$ cat src/rtl/ieee754_subtract_seq.sv
// Multi-cycle IEEE-754 single-precision subtractor (a - b), round-to-nearest-even.
// Denormal inputs and underflowing results flush to signed zero; alignment and normalization shift one bit per cycle.
module ieee754_subtract_seq #(
  parameter int ALIGN_MAX = 26
) (
  input  logic        clk,
  input  logic        rst_n,
  input  logic        in_valid,
  output logic        in_ready,
  input  logic [31:0] a,
  input  logic [31:0] b,
  output logic        out_valid,
  input  logic        out_ready,
  output logic [31:0] result,
  output logic        busy
);

  typedef enum logic [2:0] {IDLE, ALIGN, ADDSUB, NORM, ROUND, DONE} state_t;

  localparam logic [7:0]  AMAX  = ALIGN_MAX[7:0];
  localparam logic [31:0] QNAN  = 32'h7FC00000;

  state_t      state_q;
  logic [31:0] result_q;
  logic        sign_q, eff_sub_q;
  logic [8:0]  exp_q;
  logic [7:0]  cnt_q;
  logic [26:0] mx_q, my_q;
  logic [27:0] m_q;

  // Unpack: the operation is a + (-b); X holds the larger magnitude
  logic [31:0] nb, x, y;
  logic        a_zero, b_zero, a_inf, b_inf, a_nan, b_nan;
  logic [7:0]  dexp;

  assign nb     = {~b[31], b[30:0]};
  assign a_zero = (a[30:23] == 8'h00);
  assign b_zero = (b[30:23] == 8'h00);
  assign a_inf  = (a[30:23] == 8'hFF) && (a[22:0] == 23'd0);
  assign b_inf  = (b[30:23] == 8'hFF) && (b[22:0] == 23'd0);
  assign a_nan  = (a[30:23] == 8'hFF) && (a[22:0] != 23'd0);
  assign b_nan  = (b[30:23] == 8'hFF) && (b[22:0] != 23'd0);
  assign x      = (nb[30:0] > a[30:0]) ? nb : a;
  assign y      = (nb[30:0] > a[30:0]) ? a : nb;
  assign dexp   = x[30:23] - y[30:23];

  logic        spec_hit;
  logic [31:0] spec_res;

  always_comb begin
    spec_hit = 1'b1;
    spec_res = '0;
    if (a_nan || b_nan)       spec_res = QNAN;
    else if (a_inf && b_inf)  spec_res = (a[31] == b[31]) ? QNAN : a;
    else if (a_inf)           spec_res = a;
    else if (b_inf)           spec_res = nb;
    else if (a_zero && b_zero) spec_res = {a[31] & nb[31], 31'd0};
    else if (a_zero)          spec_res = nb;
    else if (b_zero)          spec_res = a;
    else                      spec_hit = 1'b0;
  end

  logic [27:0] sum;
  assign sum = eff_sub_q ? ({1'b0, mx_q} - {1'b0, my_q}) : ({1'b0, mx_q} + {1'b0, my_q});

  // Round: bits [2:0] are guard, round, sticky
  logic        inc;
  logic [24:0] rsum;
  logic [8:0]  rexp;
  logic [31:0] rnd_res;

  assign inc     = m_q[2] & (m_q[1] | m_q[0] | m_q[3]);
  assign rsum    = {1'b0, m_q[26:3]} + {24'd0, inc};
  assign rexp    = exp_q + {8'd0, rsum[24]};
  assign rnd_res = (rexp >= 9'd255) ? {sign_q, 8'hFF, 23'd0} : {sign_q, rexp[7:0], rsum[22:0]};

  always_ff @(posedge clk or negedge rst_n) begin
    if (!rst_n) begin
      state_q   <= IDLE;
      result_q  <= '0;
      sign_q    <= 1'b0;
      eff_sub_q <= 1'b0;
      exp_q     <= '0;
      cnt_q     <= '0;
      mx_q      <= '0;
      my_q      <= '0;
      m_q       <= '0;
    end else begin
      case (state_q)
        IDLE: if (in_valid) begin
          if (spec_hit) begin
            result_q <= spec_res;
            state_q  <= DONE;
          end else begin
            sign_q    <= x[31];
            eff_sub_q <= x[31] ^ y[31];
            exp_q     <= {1'b0, x[30:23]};
            mx_q      <= {1'b1, x[22:0], 3'b000};
            my_q      <= {1'b1, y[22:0], 3'b000};
            cnt_q     <= (dexp > AMAX) ? AMAX : dexp;
            state_q   <= ALIGN;
          end
        end
        ALIGN: begin
          if (cnt_q != 8'd0) begin
            my_q  <= {1'b0, my_q[26:2], my_q[1] | my_q[0]};
            cnt_q <= cnt_q - 8'd1;
          end
          if (cnt_q <= 8'd1) state_q <= ADDSUB;
        end
        ADDSUB: begin
          if (sum == 28'd0) begin
            result_q <= '0;
            state_q  <= DONE;
          end else begin
            m_q     <= sum;
            state_q <= NORM;
          end
        end
        NORM: begin
          if (m_q[27]) begin
            m_q     <= {1'b0, m_q[27:2], m_q[1] | m_q[0]};
            exp_q   <= exp_q + 9'd1;
            state_q <= ROUND;
          end else if (!m_q[26]) begin
            if (exp_q == 9'd1) begin
              result_q <= {sign_q, 31'd0};
              state_q  <= DONE;
            end else begin
              m_q   <= {m_q[26:0], 1'b0};
              exp_q <= exp_q - 9'd1;
            end
          end else begin
            state_q <= ROUND;
          end
        end
        ROUND: begin
          result_q <= rnd_res;
          state_q  <= DONE;
        end
        DONE: if (out_ready) state_q <= IDLE;
        default: state_q <= IDLE;
      endcase
    end
  end

  assign in_ready  = (state_q == IDLE);
  assign out_valid = (state_q == DONE);
  assign busy      = (state_q != IDLE);
  assign result    = result_q;

endmodule

$ cat config.mk
export PLATFORM = sky130hd
export DESIGN_NAME = ieee754_subtract_seq
export DESIGN_NICKNAME = d
export VERILOG_FILES = /design/src/rtl/ieee754_subtract_seq.sv
export SDC_FILE = /design/constraint.sdc
export NUM_CORES = 1
export LEC_CHECK = 0
export CORE_MARGIN = 1.5
export CORE_UTILIZATION = 60
export CTS_BUF_LIST = sky130_fd_sc_hd__clkbuf_4 sky130_fd_sc_hd__clkbuf_8
export DETAILED_ROUTE_END_ITERATION = 8
export MAX_ROUTING_LAYER = met4
export PLACE_DENSITY = 0.82
export SLEW_MARGIN = 20
export SYNTH_ARGS = -nofsm -noshare
export SYNTH_HDL_FRONTEND = slang
export SYNTH_SLANG_ARGS = --single-unit
$ cat constraint.sdc
create_clock -name clk -period 5.7 [get_ports clk]
set_input_delay 0.855 -clock clk [delete_from_list [all_inputs] [get_ports clk]]
set_output_delay 0.855 -clock clk [all_outputs]
set_load 0.01 [all_outputs]
==> results of run 1 <==
[placed cells by master (no fill, tap or decap), types with 9 or more instances in the layout]
cell,n
dfrtp_1,133
nand2_1,167
buf_4,28
clkdlybuf4s50_1,101
nand3_1,64
xnor2_1,29
mux2_4,28
a211oi_1,15
o221ai_1,26
a31oi_1,41
o31ai_1,13
a22o_1,24
nor4_1,25
mux2i_1,13
a22oi_1,9
nor2b_1,21
and3_1,11
nor3_1,27
or2_2,12
xor2_1,27
nand2b_1,14
nand4_1,32
nor2_1,147
inv_1,103
ha_1,91
o21ai_0,94
and2_1,9
a21oi_1,121
clkbuf_8,17
mux2_2,24
a221oi_1,35
[worst paths after layout]
path | start | to | slack, ns | depth (start not counted)
worst max-delay path | m_q[2] | result[7] | 0.54 | 16
worst min-delay path | rst_n | my_q[23] | 0.46 | 1
worst max register to register | m_q[2] | result[7] | 0.54 | 16
worst min register to register | sign_q | sign_q | 0.50 | 2
max in group asynchronous | rst_n | mx_q[5] | 4.04 | 2
min in group clk | sign_q | sign_q | 0.50 | 2
[logic make-up after synthesis]
kind of cell	count (synthesis)	synth area share
muxes	65	0.06513
xor gates and xnor gates	56	0.03892
adders and majority gates	92	0.09194
buffers and inverters	210	0.06454
and+or+nand+nor	572	0.2179
DFF	133	0.2641
AOI/OAI and AO/OA	477	0.2574
[synthesized netlist by cell type (4+ instances only)]
master and number:
nand3_1 64, a21o_1 8, xnor2_1 29, and2_1 10, nor2b_1 21, or4_1 6, nand2b_1 14, or3_1 8
and3_1 12, o211ai_1 6, nand4_1 32, xor2_1 27, inv_1 103, a31oi_1 41, a221oi_1 35, o22ai_1 7
mux2_4 28, ha_1 91, o31ai_1 13, o21ai_0 94, nor4_1 25, nor3b_1 9, o31a_1 4, o21bai_1 5
o21a_1 4, dfrtp_1 133, o22a_1 5, a211oi_1 15, nor3_1 28, a41o_1 4, and4_1 5, a22oi_1 9
mux2i_1 13, or2_2 12, a22o_1 24, buf_1 14, o311ai_0 4, o221ai_1 26, a21oi_1 121, nand2_1 167
a221o_1 8, nor2_1 147, mux2_2 24, clkbuf_1 88
[cell type report]
type | count | area share
sequential | 133 | 0.2349
clock buffer | 18 | 0.01704
timing repair buffer | 130 | 0.08697
clock inverter | 14 | 0.01051
antenna | 1 | 0.0001766
inverter | 103 | 0.02728
tap | 270 | 0.02384
multi-input combinational | 1262 | 0.5993
[registers in the layout (all words and copies together), names as in the netlist]
signal and cells:
cnt_q 8, eff_sub_q 1, exp_q 9, m_q 28, mx_q 24, my_q 27, result 32, sign_q 1
state_q 3
[metal layers]
metal | vias up | track usage | part of all wire
li1 | 5973 | - | -
met1 | 6091 | 0.4795 | 0.39
met2 | 666 | 0.6194 | 0.46
met3 | 144 | 0.05833 | 0.086
met4 | 0 | 0.2109 | 0.059
met5 | - | - | 0
[stage by stage]
step                utilization  cells  hold WS (ns)
floorplan                     -   1605        0.4436
global placement         0.6741   1898        0.4595
detailed placement       0.6741   1898        0.4763
CTS                      0.6932   1930        0.4845
global route             0.6937   1931        0.5173
finish                   0.6937   1931        0.4572
[power groups by stage]
stage	Sequential [mW]	Clock, mW	Combinational, mW
2_1_floorplan	1.61	0	3.71
3_3_place_gp	1.78	0	4.86
3_5_place_dp	1.80	0	4.94
4_1_cts	1.79	0.843	4.97
5_1_grt	1.86	0.882	5.50
6_report	1.80	0.843	5.10
[critical path, stage by stage (launching register included)]
cell,delay [ns]
dfrtp_1,0.44
and2_1,0.16
ha_1,0.24
nand2_1,0.12
or2_2,0.38
nor3_1,0.59
and3_1,0.25
ha_1,0.23
ha_1,0.31
inv_1,0.08
o21ai_0,0.19
a21oi_1,0.11
o41ai_1,0.71
inv_1,0.14
nand2_1,0.53
o21ai_0,0.25
mux2_4,0.31
==> results.cfg, run 1 <==
[cells_and_area]
syn_to_final_growth_pct = 12.45
fillCellCount = 1697
nets = 1807
ff_latch_area_mm2 = 0.003328
drive_gt1_frac = 0.08855
multi_input_area_mm2 = 0.008493
design_area_mm2 = 0.01417

[clock_tree]
insertion_delay_ns = 0.47
cts_tree = yes
numClockSinks = 133
numCtsBuffers = 17
postCtsSetupBuffers = 0
cts_resized = 0
clockBufferDepth = 2
cts_hold_buffers = 0
cts-root-buf = clkbuf_8
htreeDepth = 4
clkTransAtPathRegs_ns = 0.10

[power_and_ir_drop]
p_seq_frac = 0.233
p_int_mw = 3.697
swShare = 0.5225
peakVddDrop_uv = 280.5
power_frac_clock = 0.109
p_sw_mw = 4.045
p_total_mw = 7.742
p_leak_nw = 5.976
power_density_mw_per_mm2 = 546.3
p_comb_frac = 0.658

[route]
viasPerCell = 6.667
final_antenna_net_count = 0
routed_wl_mm = 41.83
drc = 0
drt_pass1_iterations = 9
wl_per_cell_um = 21.66
drt_iter0_markers = 1281
vias = 12874

[timing]
finalCritPeriodShare = 0.9048
timing.setup.tns_ns = 0
max_slew.worst_pin.slew_ns = 0.8226
fin_ws_ns = 0.5425
grt_setup_unrepaired = no
min_period_ns = 5.158
setup_viol = 0
drv_slew = 0
hold_viol = 0
finClkSkew_ns = 0.02324
max_freq_mhz = 193.9
slew_headroom = 0.4465

[place]
portBuffers = 102
place_area_mm2 = 0.01377
gp_congestion = 1.044
dp_hpwl_mm = 31.00
post-place-ws_ns = 0.5768

[run_status]
status = completed

[global_route]
grt_pass1_vias = 12152
grt_overflow_total = 0
grt_antenna_before_repair = 1
grt_pass1_wl_mm = 64.85
track_usage = 0.3903
grt_max_degree = 85

[critical_path]
critical_path_class = reg -> reg
endpoint_kind = register
worstSetupStartpointType = register
required_ns = 6.05
arrival_ns = 5.50
worstPathMaxFanout = 22

[floorplan]
die-area_mm2 = 0.02188
boundaryPins = 103
start_util = 0.6169
core.rowCount = 52
die_w_um = 147.9
dieHeight_um = 147.9
core-area_mm2 = 0.02043

[yosys]
syn_nets = 1765
yosys-top-cells-area = dfrtp_1 26%, ha_1 9.0%, nand2_1 5.0%
synth_edf_count = 0
async_flop_share = 1.000
ys_ff_latch = 133
synth_area_mm2 = 0.01260
yosysSeqAreaShare = 0.2641
synthCells = 1605
synthDistinctLibCells = 83
synth_top_flop_cell = dfrtp_1
synth.top_cell.area_share = 0.2641
synth_area_leader_cell = dfrtp_1
ys.warnings.count = 0
synth_area_per_cell_um2 = 7.852

[flow_run]
cap_violations = 0

[worst_hold_path]
hold_path.class = in -> async
(Power assumes the default switching activity.)
==> inputs of run 2 (changes only) <==
- CORE_UTILIZATION: 60 -> 45
- PLACE_DENSITY: 0.82 -> unset
==> run 2 against run 1 <==
- core utilization fell by 17 points
- cell area is 1.4% higher
- routed wire length grew 5.9%
- count of clock-buffer cells in the layout grew 1
- sequential share of layout area down 0.33 points
- critical path type unchanged
- highest routed layer unchanged
- sequential power hardly changed
- power rose by 0.30%
- die area is 33% higher
- register-to-register slack gained 0.15 ns
==> results.cfg, run 2 (synthesized netlist as in run 1, its figures left out) <==
[global_route]
grt_overflow_total = 0
grt_pass1_vias = 12025
grt_pass1_wl_mm = 69.29
grt_antenna_before_repair = 1
track_usage = 0.3216
grt_max_degree = 94

[clock_tree]
cts-root-buf = clkbuf_8
clockBufferDepth = 2
numCtsBuffers = 17
postCtsSetupBuffers = 0
cts_hold_buffers = 0
insertion_delay_ns = 0.48
numClockSinks = 133
htreeDepth = 4
cts_resized = 0
cts_tree = yes
clkTransAtPathRegs_ns = 0.08

[place]
dp_hpwl_mm = 33.33
portBuffers = 102
place_inst = 2015
gp_congestion = 0.9662

[power_and_ir_drop]
power_density_mw_per_mm2 = 540.2
peakVddDrop_uv = 327.5
p_total_mw = 7.765
p_leak_nw = 6.019

[worst_hold_path]
hold_path.class = in -> async

[route]
drt_iter0_markers = 902
routed_wl_mm = 44.32
wl_per_cell_um = 21.65
final_antenna_net_count = 0
vias = 12600
drc = 0
viasPerCell = 6.155
drt_pass1_iterations = 5

[timing]
finClkSkew_ns = 0.01382
drv_slew = 0
max_freq_mhz = 199.6
min_period_ns = 5.010
max_slew.worst_pin.slew_ns = 0.9324
setup_viol = 0
timing.setup.tns_ns = 0
hold_viol = 0
finalCritPeriodShare = 0.8789
grt_setup_unrepaired = no
slew_headroom = 0.3784

[cells_and_area]
final_util = 0.5189
layout_common_cells = 167 x nand2_1, 147 x nor2_1, 133 x dfrtp_1
mostFrequentLayoutCell = nand2_1
fin_cells = 2047
nets = 1816
largest_reg_flops = 32
drive_gt1_frac = 0.09173
syn_to_final_growth_pct = 14.07

[critical_path]
required_ns = 6.06
worstPathMaxFanout = 22
worstSetupStartpointType = register
arrival_ns = 5.37
endpoint_kind = register
critical_path_class = reg -> reg

[flow_run]
cap_violations = 0

[floorplan]
boundaryPins = 103
dieHeight_um = 170.3
core-area_mm2 = 0.02771
core.rowCount = 61
die-area_mm2 = 0.02902
start_util = 0.4549
die_w_um = 170.3

[run_status]
status = completed
==> run 2: cell count changes in the layout (fill, tap and decap cells not counted) <==
cell	change
clkbuf_8	+1
clkinvlp_4	+1
nor3b_2	-1
clkinv_4	-1
and2_2	-1
nor3b_1	+1
buf_12	+1
inv_6	-2
and2_1	+1
buf_4	+8
==> run 2: per-layer routing <==
metal  GRT usage  share of wire  vias to the layer above
met5           -              0                        -
met4      0.1581          0.050                        0
met3     0.04488          0.048                       73
met2      0.5032           0.46                      390
met1      0.4078           0.44                     6125
li1            -              -                     6012
==> run 2: worst max-delay path, cell delays in order, from the launching register on <==
cell and delay (ns):
dfrtp_1 0.45, and2_1 0.16, ha_1 0.23, nand2_1 0.11, or2_2 0.39, nor3_1 0.21
buf_4 0.17, and3_1 0.19, ha_1 0.24, ha_1 0.31, inv_1 0.08, o21ai_0 0.15
a21oi_1 0.10, o41ai_1 0.77, inv_1 0.16, nand2_1 0.58, o21ai_0 0.27, mux2_4 0.32
==> run 2: area by class of cell <==
type	instances	area, µm²
Fill cell	2710	13330
Clock inverter	12	130.1
Timing Repair Buffer	139	1313
Clock buffer	19	255.2
Inverter	103	386.6
Multi-Input combinational cell	1262	8487
Sequential cell	133	3328
Tap cell	378	473.0
Antenna cell	1	2.502
==> run 2: stage by stage <==
stage               worst slack, ns  cell area (µm²)  hold WS, ns
global route                 0.2290            14380       0.5271
global placement             0.6722            13990       0.4622
detailed placement           0.5082            13990       0.4679
floorplan                    0.5513            12600       0.4436
finish                       0.6903            14380       0.4674
CTS                          0.7529            14370       0.4905
==> run 2: final timing paths <==
kind	start	to	slack, ns	cells past startpoint
max	m_q[3]	result[20]	0.69	17
min reg2reg	sign_q	sign_q	0.48	2
min in group clk	sign_q	sign_q	0.48	2
min	rst_n	result[18]	0.47	1
max reg2reg	m_q[3]	result[20]	0.69	17
max in group asynchronous	rst_n	exp_q[0]	4.11	2
==> run 2: where the power goes <==
part | switching, mW | internal [mW]
logic | 3.12 | 2.01
clock network | 0.437 | 0.403
registers | 0.489 | 1.31
total | 4.04 | 3.72
==> inputs of run 3 (changes only) <==
- HOLD_SLACK_MARGIN: unset -> 0.05
==> results of run 3 <==
The final DEF is identical to that of run 2; final timing and power are the same.
